`config.mk`:
```
export PLATFORM = sky130hd
export DESIGN_NAME = ram_sweep_clear_flat
export DESIGN_NICKNAME = d
export VERILOG_FILES = /design/src/rtl/ram_sweep_clear_pkg.sv /design/src/rtl/ram_sweep_clear_if.sv /design/src/rtl/ram_sweep_clear_array.sv /design/src/rtl/ram_sweep_clear.sv /design/src/flat_wrapper.sv
export SDC_FILE = /design/constraint.sdc
export NUM_CORES = 2
export LEC_CHECK = 0
export BUFFER_PORTS_ARGS = -buffer_cell sky130_fd_sc_hd__buf_4
export CAP_MARGIN = 20
export CORE_ASPECT_RATIO = 1.75
export CORE_MARGIN = 1
export CORE_UTILIZATION = 30
export CTS_CLUSTER_DIAMETER = 50
export CTS_CLUSTER_SIZE = 14
export DETAILED_ROUTE_END_ITERATION = 6
export HOLD_SLACK_MARGIN = 0.15
export MAX_ROUTING_LAYER = met4
export PLACE_DENSITY = 0.56
export SYNTH_ARGS = -nofsm -noshare
export SYNTH_HDL_FRONTEND = slang
export SYNTH_SLANG_ARGS = --single-unit
```
`constraint.sdc`:
```
create_clock -name clk -period 7.7 [get_ports clk]
set_input_delay 1.54 -clock clk [delete_from_list [all_inputs] [get_ports clk]]
set_output_delay 1.54 -clock clk [all_outputs]
set_load 0.005 [all_outputs]
```
`src/rtl/ram_sweep_clear_pkg.sv`:
```
// rtl/ram_sweep_clear_pkg.sv - shared types and helpers for the model-computer data RAM
package ram_sweep_clear_pkg;

   localparam int DEF_DATA_W = 8;
   localparam int DEF_ADDR_W = 8;

   typedef enum logic {
      ST_CLEAR = 1'b0,
      ST_IDLE  = 1'b1
   } state_t;

   function automatic int clog2(input int value);
      int result;
      result = 0;
      for (int i = 0; i < 31; i++) begin
         if ((1 << i) < value) result = i + 1;
      end
      return result;
   endfunction

endpackage

```
`src/rtl/ram_sweep_clear_if.sv`:
```
// rtl/ram_sweep_clear_if.sv - CPU-side request/response bus of the data RAM
interface ram_sweep_clear_if
   import ram_sweep_clear_pkg::*;
#(
   parameter int DATA_W = DEF_DATA_W,
   parameter int ADDR_W = DEF_ADDR_W
);
   logic              clear;
   logic              rd_en;
   logic              wr_en;
   logic [ADDR_W-1:0] addr;
   logic [DATA_W-1:0] wdata;
   logic [DATA_W-1:0] rdata;
   logic              rvalid;
   logic              busy;
   logic              err;

   modport master (
      output clear, rd_en, wr_en, addr, wdata,
      input  rdata, rvalid, busy, err
   );

   modport slave (
      input  clear, rd_en, wr_en, addr, wdata,
      output rdata, rvalid, busy, err
   );
endinterface

```
`src/rtl/ram_sweep_clear_array.sv`:
```
// rtl/ram_sweep_clear_array.sv - single write port memory with registered read
module ram_sweep_clear_array #(
   parameter int DATA_W = 8,
   parameter int IDX_W  = 8,
   parameter int DEPTH  = 256
) (
   input  logic              clk,
   input  logic              rst,
   input  logic              we,
   input  logic [IDX_W-1:0]  waddr,
   input  logic [DATA_W-1:0] wdata,
   input  logic              re,
   input  logic [IDX_W-1:0]  raddr,
   input  logic              fwd,
   output logic [DATA_W-1:0] q
);
   logic [DATA_W-1:0] mem [DEPTH];

   // Storage is deliberately not reset; the sweep initialises it.
   always_ff @(posedge clk) begin
      if (we) mem[waddr] <= wdata;
   end

   always_ff @(posedge clk or posedge rst) begin
      if (rst) begin
         q <= '0;
      end else if (re) begin
         q <= fwd ? wdata : mem[raddr];
      end
   end
endmodule

```
`src/rtl/ram_sweep_clear.sv`:
```
// rtl/ram_sweep_clear.sv - data RAM with sequential clear sweep, busy flag and error pulses
module ram_sweep_clear
   import ram_sweep_clear_pkg::*;
#(
   parameter int              DATA_W   = DEF_DATA_W,
   parameter int              ADDR_W   = DEF_ADDR_W,
   parameter int              DEPTH    = 256,
   parameter logic [DATA_W-1:0] INIT_VAL = '0
) (
   input logic         clk,
   input logic         rst,
   ram_sweep_clear_if.slave bus
);
   localparam int              CNT_W   = (clog2(DEPTH) < 1) ? 1 : clog2(DEPTH);
   localparam logic [CNT_W-1:0] LAST    = CNT_W'(DEPTH - 1);
   localparam logic [ADDR_W:0]  DEPTH_X = (ADDR_W + 1)'(DEPTH);

   state_t            state, state_nxt;
   logic [CNT_W-1:0]  cnt, cnt_nxt;
   logic [CNT_W-1:0]  idx;
   logic              idle, in_range, req, rd_ok, wr_ok;
   logic              mem_we;
   logic [CNT_W-1:0]  mem_waddr;
   logic [DATA_W-1:0] mem_wdata;
   logic [DATA_W-1:0] mem_q;
   logic              busy;
   logic              rvalid_q, err_q;

   // Extra bit keeps DEPTH == 2**ADDR_W representable.
   assign in_range = {1'b0, bus.addr} < DEPTH_X;
   assign idx      = bus.addr[CNT_W-1:0];
   assign idle     = (state == ST_IDLE);
   assign req      = bus.rd_en | bus.wr_en;
   assign rd_ok    = idle & ~bus.clear & bus.rd_en & in_range;
   assign wr_ok    = idle & ~bus.clear & bus.wr_en & in_range;

   always_ff @(posedge clk or posedge rst) begin
      if (rst) begin
         state <= ST_CLEAR;
         cnt   <= '0;
      end else begin
         state <= state_nxt;
         cnt   <= cnt_nxt;
      end
   end

   always_comb begin
      state_nxt = state;
      cnt_nxt   = cnt;
      busy      = 1'b0;
      mem_we    = 1'b0;
      mem_waddr = idx;
      mem_wdata = bus.wdata;
      case (state)
         ST_CLEAR: begin
            busy      = 1'b1;
            mem_we    = 1'b1;
            mem_waddr = cnt;
            mem_wdata = INIT_VAL;
            if (cnt == LAST) state_nxt = ST_IDLE;
            else             cnt_nxt   = cnt + CNT_W'(1);
         end
         ST_IDLE: begin
            mem_we = wr_ok;
            if (bus.clear) begin
               state_nxt = ST_CLEAR;
               cnt_nxt   = '0;
            end
         end
         default: state_nxt = ST_CLEAR;
      endcase
   end

   // Single port: a simultaneous read and write always hit the same word, so read returns wdata.
   ram_sweep_clear_array #(
      .DATA_W (DATA_W),
      .IDX_W  (CNT_W),
      .DEPTH  (DEPTH)
   ) u_array (
      .clk   (clk),
      .rst   (rst),
      .we    (mem_we),
      .waddr (mem_waddr),
      .wdata (mem_wdata),
      .re    (rd_ok),
      .raddr (idx),
      .fwd   (wr_ok),
      .q     (mem_q)
   );

   always_ff @(posedge clk or posedge rst) begin
      if (rst) begin
         rvalid_q <= 1'b0;
         err_q    <= 1'b0;
      end else begin
         rvalid_q <= rd_ok;
         err_q    <= req & ~(rd_ok | wr_ok);
      end
   end

   assign bus.rdata  = mem_q;
   assign bus.rvalid = rvalid_q;
   assign bus.err    = err_q;
   assign bus.busy   = busy;
endmodule

```
`src/flat_wrapper.sv`:
```
// flat-port wrapper written by rule: the top's interface ports become plain ports
module ram_sweep_clear_flat import ram_sweep_clear_pkg::*;
#(
   parameter int              DATA_W   = DEF_DATA_W,
   parameter int              ADDR_W   = DEF_ADDR_W,
   parameter int              DEPTH    = 256,
   parameter logic [DATA_W-1:0] INIT_VAL = '0
)
  (clk, rst, bus_clear, bus_rd_en, bus_wr_en, bus_addr, bus_wdata, bus_rdata, bus_rvalid, bus_busy, bus_err);
  ram_sweep_clear_if #(.DATA_W(DATA_W), .ADDR_W(ADDR_W)) bus_i ();
  input logic clk;
  input logic rst;
  input wire logic [$bits(bus_i.clear)-1:0] bus_clear;
  input wire logic [$bits(bus_i.rd_en)-1:0] bus_rd_en;
  input wire logic [$bits(bus_i.wr_en)-1:0] bus_wr_en;
  input wire logic [$bits(bus_i.addr)-1:0] bus_addr;
  input wire logic [$bits(bus_i.wdata)-1:0] bus_wdata;
  output wire logic [$bits(bus_i.rdata)-1:0] bus_rdata;
  output wire logic [$bits(bus_i.rvalid)-1:0] bus_rvalid;
  output wire logic [$bits(bus_i.busy)-1:0] bus_busy;
  output wire logic [$bits(bus_i.err)-1:0] bus_err;
  assign bus_i.clear = bus_clear;
  assign bus_i.rd_en = bus_rd_en;
  assign bus_i.wr_en = bus_wr_en;
  assign bus_i.addr = bus_addr;
  assign bus_i.wdata = bus_wdata;
  assign bus_rdata = bus_i.rdata;
  assign bus_rvalid = bus_i.rvalid;
  assign bus_busy = bus_i.busy;
  assign bus_err = bus_i.err;
  ram_sweep_clear #(.DATA_W(DATA_W), .ADDR_W(ADDR_W), .DEPTH(DEPTH), .INIT_VAL(INIT_VAL)) u_core (.clk(clk), .rst(rst), .bus(bus_i));
endmodule
```
* Yosys cells after proc, flatten, opt, wreduce, memory -nomap -nowiden
Memory sizes are Yosys's and may differ from the RTL's. A register that Yosys moved wholly into a read port is not among the register bits.
Cells that the tools add are included.
** Cells by class
- $add $sub $neg :: 1
- Bitwise gates (word level) :: 9
- Reductions and logical operators :: 1
- Equal/unequal tests :: 3
- Muxes and demuxes :: 12
** Operators with widths (number)
- 2-to-1 mux 8 bit :: 4
- case mux 8 bit (2 select lines) :: 1
- adder 8 x 1 -> 8 bit (second input constant) :: 1
- == test 8 bit (second input constant) :: 1
- 2-to-1 mux 1 bit :: 5
- AND 1 bit :: 4
- inequality test 2 bit (second input constant) :: 2
- case mux 1 bit (2 select lines) :: 2
- NOT 1 bit :: 3
- bitwise OR 1 bit :: 2
- AND reduction 2 bit :: 1
** Word-level totals
- Input bits :: 21
- Bits in registers :: 11
- Word-level logic and storage cells :: 31
- Memories :: 1
- Bits in writable memories :: 2048
- Output and inout bits :: 11
** Memory list
- u_core.u_array.mem :: depth 256, width 8, read ports 1, clocked after memory_dff 1, wr ports 1, line ram_sweep_clear_array.sv:17 : logic [DATA_W-1:0] mem [DEPTH];

* Longest topological paths before layout
- Depth in word-level cells :: 6
- Depth in mapped cells :: 12
- Gate-level depth less buffers :: 7

* Cells and area by module
Synthesis repeated with hierarchy kept, for this count alone.
** Unflattened totals
- Cells, all modules :: 3840
- Area total of the unflattened synthesis :: 80609.8 um^2
** Modules (own cells, without submodules)
- ram_sweep_clear_array :: cells each 3766, sequential area each 61699.2 um^2, area each 79896.6 um^2, instances 1
- ram_sweep_clear :: cells each 74, sequential area each 275.3 um^2, area each 713.2 um^2, instances 1

* Worst setup path after synthesis
Ideal clock, no wire load.
- Path type :: input -> register
- Start :: input port bus_wdata[0]
- End :: memory u_core.u_array.mem[0][0] (data pin)
- Path buffers :: 0
- Stages on the path :: 1
- Arrival time :: 4.778 ns
- Required time :: 6.831 ns
- Setup slack :: 2.053 ns
- Library setup time :: 0.869 ns
- Path through :: and2_1
** On the way
- Cells in the longest elaborated chain, start to end :: 1
** Ends and longest elaborated chain
- start, declared :: line flat_wrapper.sv:17 : input wire logic [$bits(bus_i.wdata)-1:0] bus_wdata;
- 2-to-1 mux 8 bit :: line ram_sweep_clear.sv:54 : case (state)
- end, declared :: line ram_sweep_clear_array.sv:17
No other way between the ends.

==> run metrics <==
Final Hold Slack=586 ps; HP Class=reg -> reg; crit share post-route=0.622; critical path's slowest cell=a211oi_1; CP delay by family, top=compound AO/OA/AOI/OAI gates; crit path DAT=5560 ps; Post-Route WL=216000 microns; syn_nets=3770; ys flop type=edfxtp_1; clk slew on worst S/H paths=70 ps; Mapped Avg Cell Area=21.5 sq um; I/O pins=32; DRT Pass-1 Iters=5; Die X=394 microns; Synth-to-Final Area Change=11.1%; initial DRC count=3455; Starting Density=0.302; die area=0.271 sq mm; pwr/cell area=247 mW/mm^2; Avg WL per Cell=29.2 microns; #FFs+latches synth=2067; number of flops mapped to enable cells by yosys=2048; Hold Violations, Final=0; fin. max-slew vios=0; post-DR vias/cell=5.10; Nets=3837; row count=251; fmax=209 MHz; max cap viols=0; CP startpoint kind=primary input; Filler cells=24800; postcts setup bufs=0; Hold-fix buffers, CTS=0; Slew HR=0.0545; RSZ-0062 raised after global routing=no; Worst-Margin Slew=1410 ps; CTS tree=done; initial antenna violation count=5; P_leak=0.0272 uW; status=finished, final reports clean; clock tree buffer depth=4; CTS H-tree lvls=4; via count=37700; asr flop ratio synth=0.00919; port bufs=31; post-cts sizing count=0; core box area=0.267 sq mm; TritonCTS Buffers=176; peak supply drop=0.146 mV; die height=688 microns; Netlist cell types=52; post-DP HPWL=138000 microns; Clock Root Buffer=clkbuf_16; register area share after synthesis=0.768; worst path buffer plus inverter count=3; Final Instance Area=0.0896 sq mm; Final Skew=57.3 ps; maximum fanout along the worst path=56; Setup violations, final=0; vias in the first global route=40100; peak per-stage delay on the critical path=1160 ps; Routability Congestion=0.920; Total Routing Usage GR=0.162; yosys synthesis warning count=0; worst endpoint required time=8480 ps; final setup margin=2910 ps; ANT nets after route=0; minimum clock period=4790 ps; DRC=0; Worst setup EP type=register; Place WS=2100 ps; latest clock arrival within the worst-skew pair=870 ps; Setup CP Type=in -> reg; largest net degree at the start of global routing=175; share of layout cells above drive strength 1=0.231; crit path cell chain=buf_8, buf_12, buf_4, mux4_2, mux2_2, o22ai_1, a211oi_1, o311ai_1, o31ai_1; grt ovf=0; CTS sink cnt=2067; Setup TNS=0 ps; cell area after synthesis=0.0807 sq mm; first-pass GRT wire length=307000 microns; post-synthesis cell count=3748; area of placed instances=0.0849 sq mm
synth_stat cells (19+ instances only):
library cell | count | area, sq um
o22ai_1 | 66 | 413
nand3_1 | 34 | 170
a21oi_1 | 38 | 190
o21ai_0 | 23 | 115
nor2b_1 | 45 | 282
nand2_1 | 54 | 203
edfxtp_1 | 2048 | 61500
buf_4 | 33 | 248
nor3_1 | 20 | 100
nor2_1 | 291 | 1090
a211oi_1 | 44 | 330
dfrtp_1 | 19 | 475
a22o_1 | 27 | 236
buf_6 | 34 | 383
mux4_2 | 512 | 11500
mux2i_1 | 89 | 891
mux2_2 | 49 | 552
buf_2 | 62 | 310
clkbuf_1 | 74 | 278
layer usage:
| layer | GRT usage | share of wire |
|---|---|---|
| met5 | - | 0 |
| met4 | 0.0749 | 0.050 |
| met3 | 0.0184 | 0.044 |
| met1 | 0.170 | 0.35 |
| met2 | 0.303 | 0.56 |
cells in the final DEF, fill, tap and decap left out, types with 44 or more instances in the layout:
cell and instances:
edfxtp_1 2048, mux2_2 49, nor2_1 291, buf_4 87
nand2_1 54, mux2i_1 89, nor2b_1 45, mux4_2 512
clkbuf_16 180, o22ai_1 66, a211oi_1 44
power breakdown:
part           switching, uW  total [uW]  internal (uW)  leakage (uW)
Clock                   3870        8060           4190       0.00229
Combinational           1170        1660            490       0.00572
Sequential              73.7       12500          12400        0.0192
Total                   5120       22200          17100        0.0272
state kept, by name, indices dropped and copies added (netlist names):
register / count
u_core.cnt: 8
u_core.u_array.q: 8
u_core.u_array.mem: 2048
u_core.bus.rvalid: 1
u_core.bus.err: 1
u_core.idle: 1
cell families after synthesis:
family,Yosys count,synth area share
fa+ha+maj,1,0.000155
xor+xnor,2,0.000217
buf+inv,223,0.0166
mux,650,0.161
simple gates,506,0.0279
flops,2067,0.768
compound gates,299,0.0264
path summary, 6_finish.rpt:
kind,start,to,slack [ps],depth (start not counted)
max,bus_addr[0],u_core.u_array.q[7],2910,9
min,u_core.u_array.q[2],u_core.u_array.q[2],590,2
max reg2reg,u_core.idle,u_core.u_array.mem[176][2],3850,5
min reg2reg,u_core.u_array.q[2],u_core.u_array.q[2],590,2
max in group asynchronous,rst,u_core.cnt[3],6180,2
min in group asynchronous,rst,u_core.bus.err,900,2
tightest hold or removal path, stage by stage, from the launching register on:
cell and delay (ps):
dfrtp_1 400, a21oi_1 100, o31ai_1 50
layout make-up:
cell class | instances | area (sq um) | area share
tap | 3542 | 4430 | 0.0494
inverter | 6 | 22.5 | 0.000251
antenna | 5 | 12.5 | 0.000140
multi-input combinational | 1458 | 17500 | 0.195
clock inverter | 11 | 105 | 0.00117
sequential | 2067 | 62000 | 0.691
timing repair buffer | 106 | 1010 | 0.0113
clock buffer | 204 | 4590 | 0.0513
per-stage QoR:
step / instances / power [uW] / utilization
finish: 7399 / 22200 / 0.335
global route: 7397 / 22700 / 0.335
CTS: 7393 / 22300 / 0.335
detailed placement: 7178 / 14400 / 0.318
global placement: 7177 / 14400 / 0.318
floorplan: 3748 / 13600 / -
No activity file was read; power rests on OpenSTA's default activity.
